==> src/rtl/fifo_serial_pkg.sv <==
// Shared types and constants for the FIFO-to-serial transmitter.
package fifo_serial_pkg;

    typedef enum logic [2:0] {
        IDLE   = 3'd0,
        POP    = 3'd1,
        WAIT   = 3'd2,
        START  = 3'd3,
        DATA   = 3'd4,
        PARITY = 3'd5,
        STOP   = 3'd6
    } tx_state_e;

    localparam logic TX_IDLE  = 1'b1;
    localparam logic TX_START = 1'b0;

    // Clock cycles from the falling start edge to the end of the stop bit.
    function automatic int unsigned frame_cycles(input int unsigned data_w,
                                                 input int unsigned clks_per_bit,
                                                 input bit          parity_en);
        return (2 + data_w + (parity_en ? 1 : 0)) * clks_per_bit;
    endfunction

endpackage

==> src/rtl/fifo_serial_tx_baud_tick_gen.sv <==
// Bit-period timer: tick marks the last clock of each serial bit while run is high.
module baud_tick_gen #(
    parameter int CLKS_PER_BIT = 4
) (
    input  logic clk,
    input  logic reset,
    input  logic run,
    output logic tick,
    output logic tick_next
);

    localparam int CNT_W = (CLKS_PER_BIT > 1) ? $clog2(CLKS_PER_BIT) : 1;
    localparam logic [CNT_W-1:0] LAST = CNT_W'(CLKS_PER_BIT - 1);

    logic [CNT_W-1:0] cnt_q;
    logic [CNT_W-1:0] cnt_d;

    assign tick = run && (cnt_q == LAST);

    always_comb begin
        cnt_d = '0;
        if (run && !tick) begin
            cnt_d = cnt_q + 1'b1;
        end
    end

    // tick_next lets the owner register a flag that lines up with the next tick.
    assign tick_next = (cnt_d == LAST);

    always_ff @(posedge clk or negedge reset) begin
        if (!reset) begin
            cnt_q <= '0;
        end else begin
            cnt_q <= cnt_d;
        end
    end

endmodule

==> src/rtl/fifo_serial_tx.sv <==
// Pops words from sync_fifo and sends each as a start/data/[parity]/stop frame on tx.
module fifo_serial_tx
    import fifo_serial_pkg::*;
#(
    parameter int DATA_W       = 4,
    parameter int CLKS_PER_BIT = 4,
    parameter int LSB_FIRST    = 1,
    parameter int PARITY_EN    = 0
) (
    input  logic              clk,
    input  logic              reset,
    input  logic              enable,
    input  logic              fifo_empty,
    input  logic [DATA_W-1:0] fifo_rdata,
    output logic              fifo_rd_en,
    output logic              tx,
    output logic              busy,
    output logic              word_done
);

    localparam int IDX_W = (DATA_W > 1) ? $clog2(DATA_W) : 1;
    localparam logic [IDX_W-1:0] LAST_BIT = IDX_W'(DATA_W - 1);

    tx_state_e         state_q;
    logic [DATA_W-1:0] shift_q;
    logic              parity_q;
    logic [IDX_W-1:0]  bit_q;
    logic              rd_en_q;
    logic              tx_q;
    logic              busy_q;
    logic              done_q;

    logic run;
    logic tick;
    logic tick_next;
    logic can_pop;

    assign run     = (state_q == START) || (state_q == DATA) ||
                     (state_q == PARITY) || (state_q == STOP);
    assign can_pop = enable && !fifo_empty;

    baud_tick_gen #(
        .CLKS_PER_BIT(CLKS_PER_BIT)
    ) u_baud (
        .clk       (clk),
        .reset     (reset),
        .run       (run),
        .tick      (tick),
        .tick_next (tick_next)
    );

    function automatic logic next_bit(input logic [DATA_W-1:0] s);
        return (LSB_FIRST != 0) ? s[0] : s[DATA_W-1];
    endfunction

    function automatic logic [DATA_W-1:0] shift_out(input logic [DATA_W-1:0] s);
        return (LSB_FIRST != 0) ? (s >> 1) : (s << 1);
    endfunction

    // tx is registered and loaded with the value of the bit being entered.
    always_ff @(posedge clk or negedge reset) begin
        if (!reset) begin
            state_q  <= IDLE;
            shift_q  <= '0;
            parity_q <= 1'b0;
            bit_q    <= '0;
            rd_en_q  <= 1'b0;
            tx_q     <= TX_IDLE;
            busy_q   <= 1'b0;
            done_q   <= 1'b0;
        end else begin
            rd_en_q <= 1'b0;
            done_q  <= 1'b0;
            case (state_q)
                IDLE: begin
                    if (can_pop) begin
                        state_q <= POP;
                        rd_en_q <= 1'b1;
                        busy_q  <= 1'b1;
                    end
                end
                POP: begin
                    state_q <= WAIT;
                end
                WAIT: begin
                    shift_q  <= fifo_rdata;
                    parity_q <= ^fifo_rdata;
                    tx_q     <= TX_START;
                    state_q  <= START;
                end
                START: begin
                    if (tick) begin
                        tx_q    <= next_bit(shift_q);
                        shift_q <= shift_out(shift_q);
                        bit_q   <= '0;
                        state_q <= DATA;
                    end
                end
                DATA: begin
                    if (tick) begin
                        if (bit_q == LAST_BIT) begin
                            bit_q <= '0;
                            if (PARITY_EN != 0) begin
                                tx_q    <= parity_q;
                                state_q <= PARITY;
                            end else begin
                                tx_q    <= TX_IDLE;
                                done_q  <= tick_next;
                                state_q <= STOP;
                            end
                        end else begin
                            bit_q   <= bit_q + 1'b1;
                            tx_q    <= next_bit(shift_q);
                            shift_q <= shift_out(shift_q);
                        end
                    end
                end
                PARITY: begin
                    if (tick) begin
                        tx_q    <= TX_IDLE;
                        done_q  <= tick_next;
                        state_q <= STOP;
                    end
                end
                STOP: begin
                    // Chaining straight into POP keeps busy high across a burst.
                    if (tick) begin
                        if (can_pop) begin
                            state_q <= POP;
                            rd_en_q <= 1'b1;
                        end else begin
                            state_q <= IDLE;
                            busy_q  <= 1'b0;
                        end
                    end else begin
                        done_q <= tick_next;
                    end
                end
                default: begin
                    state_q <= IDLE;
                    tx_q    <= TX_IDLE;
                    busy_q  <= 1'b0;
                end
            endcase
        end
    end

    assign fifo_rd_en = rd_en_q;
    assign tx         = tx_q;
    assign busy       = busy_q;
    assign word_done  = done_q;

endmodule

==> config.mk <==
export PLATFORM = sky130hd
export DESIGN_NAME = fifo_serial_tx
export DESIGN_NICKNAME = d
export VERILOG_FILES = /design/src/rtl/fifo_serial_pkg.sv /design/src/rtl/fifo_serial_tx_baud_tick_gen.sv /design/src/rtl/fifo_serial_tx.sv
export SDC_FILE = /design/constraint.sdc
export NUM_CORES = 1
export LEC_CHECK = 0
export ABC_AREA = 1
export BUFFER_PORTS_ARGS = -buffer_cell sky130_fd_sc_hd__clkbuf_2
export CORE_AREA = 5 5 47 49
export CTS_CLUSTER_DIAMETER = 120
export DETAILED_ROUTE_END_ITERATION = 16
export DIE_AREA = 0 0 52 54
export PLACE_DENSITY = 0.78
export SKIP_LAST_GASP = 1
export SYNTH_ARGS = -nofsm -noshare
export SYNTH_HDL_FRONTEND = slang
export SYNTH_HIERARCHICAL = 1
export SYNTH_SLANG_ARGS = --single-unit
export TNS_END_PERCENT = 20
==> constraint.sdc <==
create_clock -name clk -period 2.62 [get_ports clk]
set_input_delay 0.393 -clock clk [delete_from_list [all_inputs] [get_ports clk]]
set_output_delay 0.393 -clock clk [all_outputs]
set_load 0.02 [all_outputs]
==> impl_metrics.ini <==
[clock_tree]
clock-sinks = 15
ctsResizeCount = 0
htree_levels = 1
cts_tree = built
holdBufCountCts = 0
cts_buffers = 3
cts-root-buf = clkbuf_4
post-cts-setup-buffers = 0
clk_pin_slew_ns = 0.10
clk_latency_ns = 0.28
clockBufferDepth = 2

[setup_path]
cp-start-kind = register
crit_arrival_ns = 2.54
reg2reg_depth = 14
crit_type = reg2reg
critPathRequiredTime_ns = 2.80
crit_fanout = 8
r2r-start = state_q[0]
worstSetupEndpointType = register
regToRegEndpoint = state_q[0]
r2r_slack_ns = 0.26

[yosys]
yosys_most_used_dff = dfrtp_1
yosys.cell_types.count = 23
avgSynthCellArea_um2 = 7.43
synth-edff-count = 0
postSynthCellCount = 123
ys_warn_count = 6
seq_area_frac_synth_pct = 41.2
ys_ff_latch = 15
netlist_area_um2 = 913
synth_nets = 133
async_flop_share_pct = 100

[flow_run]
max_cap_violations = 0

[floorplan]
num_io_pins = 12
initial_utilization_pct = 50.1
dieArea_um2 = 2810
die_h_um = 54
die_w_um = 52
core-area_um2 = 1820
fp-row-count = 16

[routing]
drc_errors = 0
drt_iter0_markers = 28
wirelength_mm = 1.71
viasPerCell = 4.80
wl_per_cell_um = 10.5
first_pass_iters = 4
vias = 782
ant_nets = 0

[cells_and_area]
final_core_util_pct = 55.2
synthToLayoutAreaGrowth_pct = 10.1
drive_above_1_share_pct = 23.5
diodes = 0
nets = 147
seq_area_um2 = 377
final_common_cell = nand2_1
multi_input_area_um2 = 458
fin_cells = 163
fillers = 175
most-common-layout-cells = 49 x nand2_1, 14 x nand3_1, 14 x dfrtp_1

[power_and_ir_drop]
pwr-share-comb_pct = 52.1
ir_drop_mv = 0.669
powerDensity_nw_per_um2 = 1130
p_switching_mw = 0.546
p_seq_share_pct = 36.0
p_int_mw = 0.587
switching_share_pct = 48.2
power.leakage_nw = 0.559
p_clk_share_pct = 11.9

[grt]
grt_pass1_wl_mm = 2.86
grt_pass1_vias = 693
grt_usage_pct = 14.2
antenna_found_initial = 0
grt_max_degree = 16
grt-ovfl-total = 0

[timing]
finClkSkew_ns = 0.00669
finalSetupViolCount = 0
finalCriticalPeriod_ns = 2.36
maxSlewHeadroom_pct = 71.4
max_freq_mhz = 424
rsz0062_at_grt = no
drv_slew = 0
tightest_slew_ns = 0.429
fin_setup_tns_ns = 0
period_share_pct = 90.1
hold_violations = 0

[placement]
routabilityCongestion = 0.936
portBuffers = 11
dp_hpwl_mm = 1.36
post-place-cells = 159

[status]
status = finished clean

[worst_hold_path]
hp-class = in2async
synth_stat cells, types with 2 or more instances:
cell type | count | share of area [%]
nand2_1 | 49 | 20
dfrtp_1 | 14 | 38
nand3_1 | 14 | 7.7
inv_1 | 10 | 4.1
nor2_1 | 5 | 2.1
nor2_2 | 5 | 3.4
nand2_2 | 3 | 2.1
a21oi_1 | 2 | 1.1
buf_6 | 2 | 2.5
ha_1 | 2 | 2.7
inv_2 | 2 | 0.82
nand3_2 | 2 | 2.2
o21ai_0 | 2 | 1.1
o21ai_1 | 2 | 1.1
how the worst max path moves through the flow:
stage                    start    endpoint  slack [ns]
CTS                 state_q[0]  state_q[0]        0.28
global route        state_q[0]  state_q[2]        0.05
detailed placement  state_q[0]  state_q[0]        0.29
global placement    state_q[0]  state_q[0]        0.34
floorplan           state_q[0]  state_q[1]        0.65
finish              state_q[0]  state_q[0]        0.26
critical path: stages (launching register included):
cell and delay [ns]:
dfrtp_1 0.50, nor2_2 0.24, nand2_2 0.13, o21ai_2 0.17, inv_4 0.10, nand3_1 0.14
nand2_1 0.07, inv_1 0.15, inv_1 0.14, nand3_1 0.11, nand2_1 0.10, nor2_2 0.21
nand2_2 0.09, nand2_1 0.07, nand2_1 0.05
logic make-up after synthesis:
group | synth area share (%)
buf+inv | 8.63
compound gates | 8.63
flops | 41.2
simple gates | 38.8
fa+ha+maj | 2.74
per-stage QoR:
| step | power [mW] | cell area, um2 | hold slack (ns) | setup WS, ns |
|---|---|---|---|---|
| final | 1.13 | 1010 | 0.000139 | 0.261 |
| after global routing | 1.25 | 1010 | 0.0292 | 0.0542 |
| after CTS | 1.14 | 1010 | 0.0146 | 0.282 |
| after detailed placement | 1.01 | 980 | 0.329 | 0.293 |
| after global placement | 0.988 | 980 | 0.323 | 0.336 |
| after floorplan | 0.904 | 913 | 0.0974 | 0.654 |
layout make-up:
type / instances / area share, %
Clock buffer: 4 / 2.61
Inverter: 14 / 5.60
Multi-Input combinational cell: 92 / 45.5
Sequential cell: 15 / 37.4
Tap cell: 27 / 3.36
Timing Repair Buffer: 11 / 5.47
state kept, by name, summed over array words and instances, names as in the netlist:
| register | count |
|---|---|
| bit_q | 2 |
| busy | 1 |
| fifo_rd_en | 1 |
| shift_q | 4 |
| state_q | 3 |
| tx | 1 |
| u_baud/cnt_q | 2 |
| word_done | 1 |
routing by layer:
metal  wire length, um  share of wire [%]  global-route usage [%]  vias up
li1                  -                  -                       -      419
met1               855                 50                    18.6      347
met2               766                 45                    22.2       14
met3                75                4.4                    3.32        2
met4                13               0.76                    6.55        0
met5                 0                  0                       0        -
power by group through the flow:
stage | Clock [mW] | Sequential (mW) | Combinational [mW]
after floorplan | 0 | 0.399 | 0.505
after global placement | 0 | 0.412 | 0.576
after detailed placement | 0 | 0.414 | 0.592
after CTS | 0.138 | 0.409 | 0.596
after global routing | 0.150 | 0.421 | 0.678
final | 0.135 | 0.408 | 0.590
No activity file was read; power rests on OpenSTA's default activity.
